File: src/rtl/countdown_timer_core.sv
// MM:SS BCD countdown timer clocked by clk_50MHz; the slow clock is synchronised and used only as a tick enable.
// Optional TIMER_ALARM_BLINK_EN: alarm toggles on each slow tick while expired instead of holding steady.
module countdown_timer_core #(
  parameter int TICKS_PER_SEC = 2
) (
  input  logic        clk_50MHz,
  input  logic        rst_n,
  input  logic        clk_2MHz,
  input  logic        start_stop,
  input  logic        clear,
  input  logic        load,
  input  logic [15:0] load_value,
  output logic [3:0]  min_tens,
  output logic [3:0]  min_ones,
  output logic [3:0]  sec_tens,
  output logic [3:0]  sec_ones,
  output logic        running,
  output logic        done,
  output logic        alarm
);

  typedef enum logic [1:0] {
    S_IDLE    = 2'd0,
    S_RUN     = 2'd1,
    S_PAUSE   = 2'd2,
    S_EXPIRED = 2'd3
  } state_e;

  localparam logic [7:0] SUB_MAX = 8'(TICKS_PER_SEC - 1);

  state_e      state_q, state_d;
  logic [15:0] digits_q, digits_d;
  logic [7:0]  sub_q, sub_d;
  logic        running_q, running_d;
  logic        done_q, done_d;
  logic        alarm_q, alarm_d;
  logic [1:0]  tick_sync_q, start_sync_q, clear_sync_q;
  logic        tick_prev_q, start_prev_q, clear_prev_q;
  logic        tick_pulse, start_pulse, clear_pulse;
  logic [15:0] dec_value;

  function automatic logic [3:0] clamp_digit(input logic [3:0] d, input logic [3:0] max_d);
    return (d > max_d) ? max_d : d;
  endfunction

  // BCD borrow chain across all four digits.
  function automatic logic [15:0] bcd_dec(input logic [15:0] v);
    logic [3:0] mt, mo, st, so;
    {mt, mo, st, so} = v;
    if (so != 4'd0) begin
      so = so - 4'd1;
    end else begin
      so = 4'd9;
      if (st != 4'd0) begin
        st = st - 4'd1;
      end else begin
        st = 4'd5;
        if (mo != 4'd0) begin
          mo = mo - 4'd1;
        end else begin
          mo = 4'd9;
          mt = mt - 4'd1;
        end
      end
    end
    return {mt, mo, st, so};
  endfunction

  assign tick_pulse  = tick_sync_q[1]  & ~tick_prev_q;
  assign start_pulse = start_sync_q[1] & ~start_prev_q;
  assign clear_pulse = clear_sync_q[1] & ~clear_prev_q;
  assign dec_value   = bcd_dec(digits_q);

  // Next-state, digit and output decode; priority is clear > start > second strobe.
  always_comb begin
    state_d  = state_q;
    digits_d = digits_q;
    sub_d    = sub_q;
    done_d   = 1'b0;
    if (clear_pulse) begin
      state_d  = S_IDLE;
      digits_d = 16'd0;
    end else begin
      case (state_q)
        S_IDLE: begin
          if (start_pulse) begin
            if (digits_q != 16'd0) begin
              state_d = S_RUN;
              sub_d   = 8'd0;
            end else begin
              state_d = S_IDLE;
            end
          end else if (load) begin
            digits_d = {clamp_digit(load_value[15:12], 4'd9), clamp_digit(load_value[11:8], 4'd9),
                        clamp_digit(load_value[7:4], 4'd5), clamp_digit(load_value[3:0], 4'd9)};
          end else begin
            digits_d = digits_q;
          end
        end
        S_RUN: begin
          if (start_pulse) begin
            state_d = S_PAUSE;
          end else if (tick_pulse) begin
            if (sub_q >= SUB_MAX) begin
              sub_d    = 8'd0;
              digits_d = dec_value;
              if (dec_value == 16'd0) begin
                state_d = S_EXPIRED;
                done_d  = 1'b1;
              end else begin
                state_d = S_RUN;
              end
            end else begin
              sub_d = sub_q + 8'd1;
            end
          end else begin
            sub_d = sub_q;
          end
        end
        S_PAUSE: begin
          if (start_pulse) begin
            state_d = S_RUN;
          end else begin
            state_d = S_PAUSE;
          end
        end
        S_EXPIRED: begin
          if (start_pulse) begin
            state_d = S_IDLE;
          end else begin
            state_d = S_EXPIRED;
          end
        end
        default: begin
          state_d  = S_IDLE;
          digits_d = 16'd0;
        end
      endcase
    end
    running_d = (state_d == S_RUN);
`ifdef TIMER_ALARM_BLINK_EN
    if (state_d == S_EXPIRED) begin
      if (state_q != S_EXPIRED) begin
        alarm_d = 1'b1;
      end else if (tick_pulse) begin
        alarm_d = ~alarm_q;
      end else begin
        alarm_d = alarm_q;
      end
    end else begin
      alarm_d = 1'b0;
    end
`else
    alarm_d = (state_d == S_EXPIRED);
`endif
  end

  // Synchronisers, edge detectors, state and registered outputs.
  always_ff @(posedge clk_50MHz or negedge rst_n) begin
    if (!rst_n) begin
      tick_sync_q  <= 2'b00;
      start_sync_q <= 2'b00;
      clear_sync_q <= 2'b00;
      tick_prev_q  <= 1'b0;
      start_prev_q <= 1'b0;
      clear_prev_q <= 1'b0;
      state_q      <= S_IDLE;
      digits_q     <= 16'd0;
      sub_q        <= 8'd0;
      running_q    <= 1'b0;
      done_q       <= 1'b0;
      alarm_q      <= 1'b0;
    end else begin
      tick_sync_q  <= {tick_sync_q[0], clk_2MHz};
      start_sync_q <= {start_sync_q[0], start_stop};
      clear_sync_q <= {clear_sync_q[0], clear};
      tick_prev_q  <= tick_sync_q[1];
      start_prev_q <= start_sync_q[1];
      clear_prev_q <= clear_sync_q[1];
      state_q      <= state_d;
      digits_q     <= digits_d;
      sub_q        <= sub_d;
      running_q    <= running_d;
      done_q       <= done_d;
      alarm_q      <= alarm_d;
    end
  end

  assign {min_tens, min_ones, sec_tens, sec_ones} = digits_q;
  assign running = running_q;
  assign done    = done_q;
  assign alarm   = alarm_q;

endmodule

File: config.mk
export PLATFORM = sky130hd
export DESIGN_NAME = countdown_timer_core
export DESIGN_NICKNAME = d
export VERILOG_FILES = /design/src/rtl/countdown_timer_core.sv
export SDC_FILE = /design/constraint.sdc
export NUM_CORES = 1
export LEC_CHECK = 0
export ABC_CLOCK_PERIOD_IN_PS = 2600
export BUFFER_PORTS_ARGS = -buffer_cell sky130_fd_sc_hd__buf_2
export CAP_MARGIN = 20
export CORE_MARGIN = 1
export CORE_UTILIZATION = 49
export DETAILED_ROUTE_END_ITERATION = 10
export PLACE_DENSITY = 0.76
export SLEW_MARGIN = 5
export SYNTH_ARGS = -nofsm -noshare
export SYNTH_HDL_FRONTEND = slang
export SYNTH_SLANG_ARGS = --single-unit
File: constraint.sdc
create_clock -name clk_50MHz -period 2.6 [get_ports clk_50MHz]
set_clock_uncertainty 0.15 [all_clocks]
set_input_delay 0.39 -clock clk_50MHz [delete_from_list [all_inputs] [get_ports clk_50MHz]]
set_output_delay 0.39 -clock clk_50MHz [all_outputs]
set_load 0.05 [all_outputs]
==> metrics.csv, run 1 <==
stage,metric,value,unit
logic_synthesis,synthTopCellsByArea,"dfrtp_1 (45%), nor2_1 (5.2%), o21ai_0 (4.3%)",
floorplan,fp-row-count,23,
final_layout,fillers,356,
logic_synthesis,synth_edf_count,0,
floorplan,ios,41,
logic_synthesis,yosysTopAreaCell,dfrtp_1,
final_layout,n_antenna_cell,0,
clock_tree,clk_latency,0.30,ns
final_layout,multi_input_area,1090,sq um
floorplan,initial_core_util,51.8,%
clock_tree,htree_levels,2,
logic_synthesis,synth-async-reset-ratio,100,%
clock_tree,cts.path.max_buffers,2,
timing,tightest_slew,0.836,ns
logic_synthesis,synth_seq_area_share,45.2,%
final_layout,utilization,62.2,%
final_layout,seq_area,955,sq um
clock_tree,clockRootBuffer,clkbuf_8,
timing,setup_viol,0,
drt,ant_nets,0,
floorplan,die_x,67.5,um
final_layout,final_common_cell,buf_2,
timing,max_clock_freq,397,MHz
critical_path,worstSetupPathType,reg -> reg,
final_layout,drive_gt1_share,26.4,%
critical_path,r2r-start,digits_q[3],
critical_path,crit_end,digits_q[10],
timing,timing.hold.ws,0.0486,ns
drt,drt_iter0_drc,225,
critical_path,worstSetupStartpointType,flop,
power,ir_drop,629,uV
critical_path,crit_path_max_incr_delay,0.60,ns
clock_tree,tritoncts,done,
floorplan,die_area,4560,sq um
critical_path,worstPathCellList,or4_4 -> or4_4 -> mux2_4 -> a221oi_2 -> nor3_1,
power,power,3.06,mW
hold_path,min_path_type,in -> async,
logic_synthesis,ys_types,45,
critical_path,cp-startpoint,digits_q[3],
timing,setup_tns,0,ns
critical_path,cp_top_family,simple AND/OR/NAND/NOR gates,
critical_path,path_common_cell,or4_4,
critical_path,critPathBufInv,0,
global_route,grt_pass1_vias,1759,
drt,dr.pass1.iters,4,
floorplan,fp.dieH,67.5,um
global_route,grt_remaining_overflow,0,
logic_synthesis,synth_nets,259,
critical_path,cp.depth,5,
logic_synthesis,ys_ff_latch,38,
placed_design,place_congestion,0.869,
drt,wl,5.00,mm
final_layout,mostFrequentLayoutCells,"buf_2 (40), dfrtp_1 (35), nor2_1 (29), o21ai_0 (17), a21oi_1 (14)",
critical_path,cp_max_fo,9,
timing,drv_slew,0,
critical_path,r2r-end,digits_q[10],
clock_tree,cts_buffers,5,
logic_synthesis,syn_area,2100,sq um
timing,rsz0062_at_grt,false,
timing,max_slew_margin,44.2,%
logic_synthesis,synth_top_area_share,45.2,%
final_layout,nets,306,
job,maxCapViolCount,0,
logic_synthesis,synthCells,232,
floorplan,coreArea,4060,sq um
clock_tree,cts.sinks,38,
status,outcome,finished clean,
placed_design,dpl.hpwl,3.57,mm
critical_path,r2r_slack,0.08,ns
timing,period_share,96.9,%
global_route,track_usage,24.7,%
logic_synthesis,avgSynthCellArea,9.06,sq um
power,p_leak,1.17,nW
clock_tree,clkTransAtPathRegs,0.08,ns
final_layout,syn2layout_area_growth,20.0,%
drt,wl_per_cell,15.2,um
critical_path,r2r_cells,5,
global_route,grt_max_degree,39,
timing,final_hold_viol_count,0,
drt,num_vias,1991,
global_route,antenna_found_initial,0,
critical_path,cp-end-kind,flop,
global_route,grt_pass1_wl,8.28,mm
logic_synthesis,ys.flop_type,dfrtp_1,
critical_path,required,2.63,ns
critical_path,arrival,2.55,ns
logic_synthesis,yosys_warnings,0,
drt,remaining_drc_errors,0,
power,pwr_density_cell,1210,nW/um^2
clock_tree,post_cts_buffers,0,
critical_path,crit_slowest_cell,or4_4,
timing,fin_crit,2.52,ns
placed_design,port_buffers,40,
drt,viasPerCell,6.03,
[repair_timing]
item / 4_1_cts / 5_1_grt
setup endpoints to repair: 0 / 12
hold buffers: 0 / 0
resized for setup: 0 / 3
[stage by stage]
| step | instance area (sq um) | cells | worst slack [ns] |
|---|---|---|---|
| 6_report | 2520 | 330 | 0.0796 |
| 5_1_grt | 2520 | 330 | 0.0174 |
| 4_1_cts | 2510 | 330 | 0.0731 |
| 3_5_place_dp | 2410 | 322 | 0.0825 |
| 3_3_place_gp | 2410 | 322 | 0.152 |
| 2_1_floorplan | 2110 | 232 | 0.00236 |
[worst register-to-register path, cell delays in order, from the launching register on]
cell and delay, ns:
dfrtp_2 0.44, or4_4 0.60, or4_4 0.53, mux2_4 0.32, a221oi_2 0.27, nor3_1 0.08
[cell type report]
type / instances / area share, %
sequential: 38 / 37.8
multi-input combinational: 173 / 43.1
clock inverter: 2 / 0.496
inverter: 9 / 1.34
tap: 50 / 2.48
clock buffer: 6 / 3.27
timing repair buffer: 52 / 11.5
[synthesized netlist by cell type (2+ instances only)]
library cell / instances
mux2i_1: 3
inv_1: 9
ha_1: 5
o21a_1: 2
nor2b_1: 4
a211oi_1: 6
o21ai_0: 18
nand3_1: 5
dfrtp_1: 38
buf_1: 2
a41oi_1: 5
nand2b_1: 3
or3_1: 3
a31oi_1: 10
nor3_1: 12
o211ai_1: 2
a221oi_1: 2
or4_1: 3
nand2_1: 13
clkbuf_1: 9
a21o_1: 3
or4_4: 3
a21oi_1: 14
nor2_1: 29
and3_1: 6
nor4_1: 4
[power by group]
group,switching (mW),internal (mW),total (mW)
registers,0.165,0.737,0.902
clock network,0.218,0.213,0.431
logic,1.15,0.569,1.72
[worst min-delay path by stage]
stage                 endpoint  slack, ns  cells past startpoint
2_1_floorplan            alarm      -0.06                      0
3_3_place_gp   start_sync_q[1]       0.18                      0
3_5_place_dp    tick_sync_q[1]       0.19                      0
4_1_cts         tick_sync_q[0]       0.04                      1
5_1_grt         tick_sync_q[0]       0.04                      1
6_report              sub_q[5]       0.05                      1
[routing by layer]
layer | vias to the layer above | GRT usage, % | part of all wire (%)
li1 | 954 | - | -
met1 | 953 | 34.4 | 46
met2 | 76 | 36.9 | 46
met3 | 8 | 5.07 | 6.6
met4 | 0 | 10.6 | 1.7
met5 | - | 0 | 0
[state kept, by name (all words and copies together), names as in the netlist]
register	cells
alarm	1
state_q	2
clear_prev_q	1
running	1
start_sync_q	2
tick_sync_q	2
start_prev_q	1
clear_sync_q	2
digits_q	16
tick_prev_q	1
done	1
sub_q	8
[cell families (layout without fill, tap and decap cells)]
family	after synthesis	after routing	synth area share, %
multiplexers	4	4	2.14
AND/OR/NAND/NOR	94	94	23.9
flip-flops	38	38	45.2
adder cells (fa/ha/maj)	5	5	2.98
buffers and inverters	21	69	3.81
XOR/XNOR	1	1	0.417
AO/OA/AOI/OAI	69	69	21.5
(Power assumes the default switching activity.)
==> run 2: changes to the inputs <==
==> constraint.sdc (replaced) <==
create_clock -name clk_50MHz -period 2.6 [get_ports clk_50MHz]
set_clock_uncertainty 0.15 [all_clocks]
set_input_delay 0.78 -clock clk_50MHz [delete_from_list [all_inputs] [get_ports clk_50MHz]]
set_output_delay 0.78 -clock clk_50MHz [all_outputs]
set_load 0.05 [all_outputs]
==> metrics.csv, run 2 (synthesis gave the netlist of run 1 again) <==
stage,metric,value,unit
status,outcome,finished clean,
clock_tree,cts.path.max_buffers,2,
critical_path,r2r-end,digits_q[10],
clock_tree,clockRootBuffer,clkbuf_8,
critical_path,r2r_slack,0.10,ns
hold_path,min_path_type,reg -> reg,
final_layout,n_antenna_cell,0,
drt,dr.pass1.iters,4,
final_layout,drive_gt1_share,27.6,%
critical_path,required,2.62,ns
final_layout,mostFrequentLayoutCells,"buf_2 (40), dfrtp_1 (35), nor2_1 (29), o21ai_0 (18), buf_4 (15)",
clock_tree,cts.sinks,38,
timing,max_clock_freq,400,MHz
global_route,grt_max_degree,39,
clock_tree,htree_levels,2,
floorplan,fp-row-count,23,
clock_tree,post_cts_buffers,0,
floorplan,die_x,67.5,um
global_route,antenna_found_initial,0,
clock_tree,clk_latency,0.29,ns
floorplan,ios,41,
placed_design,place_congestion,0.862,
power,power,3.07,mW
placed_design,placed_cell_area,2430,sq um
global_route,track_usage,24.5,%
final_layout,syn2layout_area_growth,21.1,%
clock_tree,cts_buffers,5,
critical_path,arrival,2.51,ns
clock_tree,cts.repair.resized,0,
timing,setup_viol,0,
drt,num_vias,1992,
global_route,grt_util_met2,37.0,%
timing,fin_crit,2.50,ns
placed_design,dpl.hpwl,3.62,mm
timing,fin_ws,0.103,ns
timing,max_slew_margin,46.9,%
drt,ant_nets,0,
timing,period_share,96.0,%
drt,viasPerCell,5.98,
drt,wl,4.98,mm
floorplan,initial_core_util,51.8,%
timing,drv_slew,0,
hold_path,hold_path.startpoint,tick_sync_q[0],
floorplan,fp.dieH,67.5,um
global_route,grt_pass1_vias,1806,
placed_design,port_buffers,40,
global_route,top_usage_layer,met2,
clock_tree,hold_buffers,0,
final_layout,fillers,357,
global_route,grt_pass1_wl,8.33,mm
final_layout,nets,309,
global_route,globalRouteMet3Util,6.08,%
power,ir_drop,745,uV
critical_path,worstSetupStartpointType,flop,
global_route,use_met1,34.2,%
hold_path,worstHoldPathCells,0,
critical_path,r2r-start,digits_q[3],
critical_path,cp-end-kind,flop,
timing,tightest_slew,0.794,ns
power,p_leak,1.19,nW
drt,remaining_drc_errors,0,
final_layout,regMostFlops,digits_q,
final_layout,top_regs,"digits_q: 16 flops, sub_q: 8 flops",
critical_path,worstSetupPathType,reg -> reg,
floorplan,coreArea,4060,sq um
hold_path,hold_end,tick_sync_q[1],
clock_tree,clkTransAtPathRegs,0.08,ns
power,pwr_density_cell,1200,nW/um^2
final_layout,stdcell_area,2550,sq um
timing,setup_tns,0,ns
timing,rsz0062_at_grt,false,
final_layout,final_common_cell,buf_2,
clock_tree,tritoncts,done,
drt,wl_per_cell,15.0,um
timing,final_hold_viol_count,0,
critical_path,cp_max_fo,9,
drt,drt_iter0_drc,146,
floorplan,die_area,4560,sq um
job,maxCapViolCount,0,
final_layout,utilization,62.8,%
critical_path,r2r_cells,5,
placed_design,pre_cts_slack,0.0361,ns
final_layout,largest_register_ffs,16,
global_route,grt_remaining_overflow,0,
run 2: changes by cell type in the layout (fill, tap and decap cells not counted):
cell / change
o21ai_1: -1
buf_4: +3
and2_1: +1
and3_1: -1
o21ai_0: +1
and2_0: -1
and3_2: +1
run 2: worst max-delay path by stage:
stage                            from  slack [ns]  depth (start not counted)           end
after floorplan           digits_q[5]       0.002                          5  digits_q[10]
after global placement    digits_q[3]        0.15                          5  digits_q[10]
after detailed placement  digits_q[3]        0.04                          6      sub_q[4]
after CTS                 digits_q[3]        0.03                          6      sub_q[4]
after global routing      digits_q[3]       0.005                          6         alarm
final                     digits_q[3]        0.10                          5  digits_q[10]
run 2: final cells by class:
| cell class | instances | area, sq um | area share [%] |
|---|---|---|---|
| Clock buffer | 6 | 82.6 | 3.24 |
| Clock inverter | 2 | 12.5 | 0.491 |
| Inverter | 9 | 33.8 | 1.33 |
| Multi-Input combinational cell | 173 | 1090 | 42.7 |
| Sequential cell | 38 | 955 | 37.5 |
| Tap cell | 50 | 62.6 | 2.46 |
| Timing Repair Buffer | 55 | 313 | 12.3 |
run 2: power breakdown:
part | switching (mW) | internal, mW | total, mW
Clock | 0.210 | 0.213 | 0.423
Combinational | 1.16 | 0.591 | 1.76
Sequential | 0.149 | 0.737 | 0.886
Total | 1.52 | 1.54 | 3.07
run 2: critical path: stages (launching register included):
cell      delay [ns]
dfrtp_2         0.44
or4_4           0.60
or4_4           0.53
mux2_4          0.32
a221oi_2        0.26
nor3_1          0.07
run 2: per-stage QoR:
step	instances	hold WS, ns
global route	333	0.211
floorplan	232	0.181
finish	333	0.203
CTS	333	0.207
global placement	325	0.182
detailed placement	325	0.190
run 2: per-layer routing:
metal	vias to the layer above	share of wire (%)	wire (um)
met2	78	47	2330
met4	0	0.48	24
li1	961	-	-
met5	-	0	0
met1	951	47	2340
met3	2	5.7	284
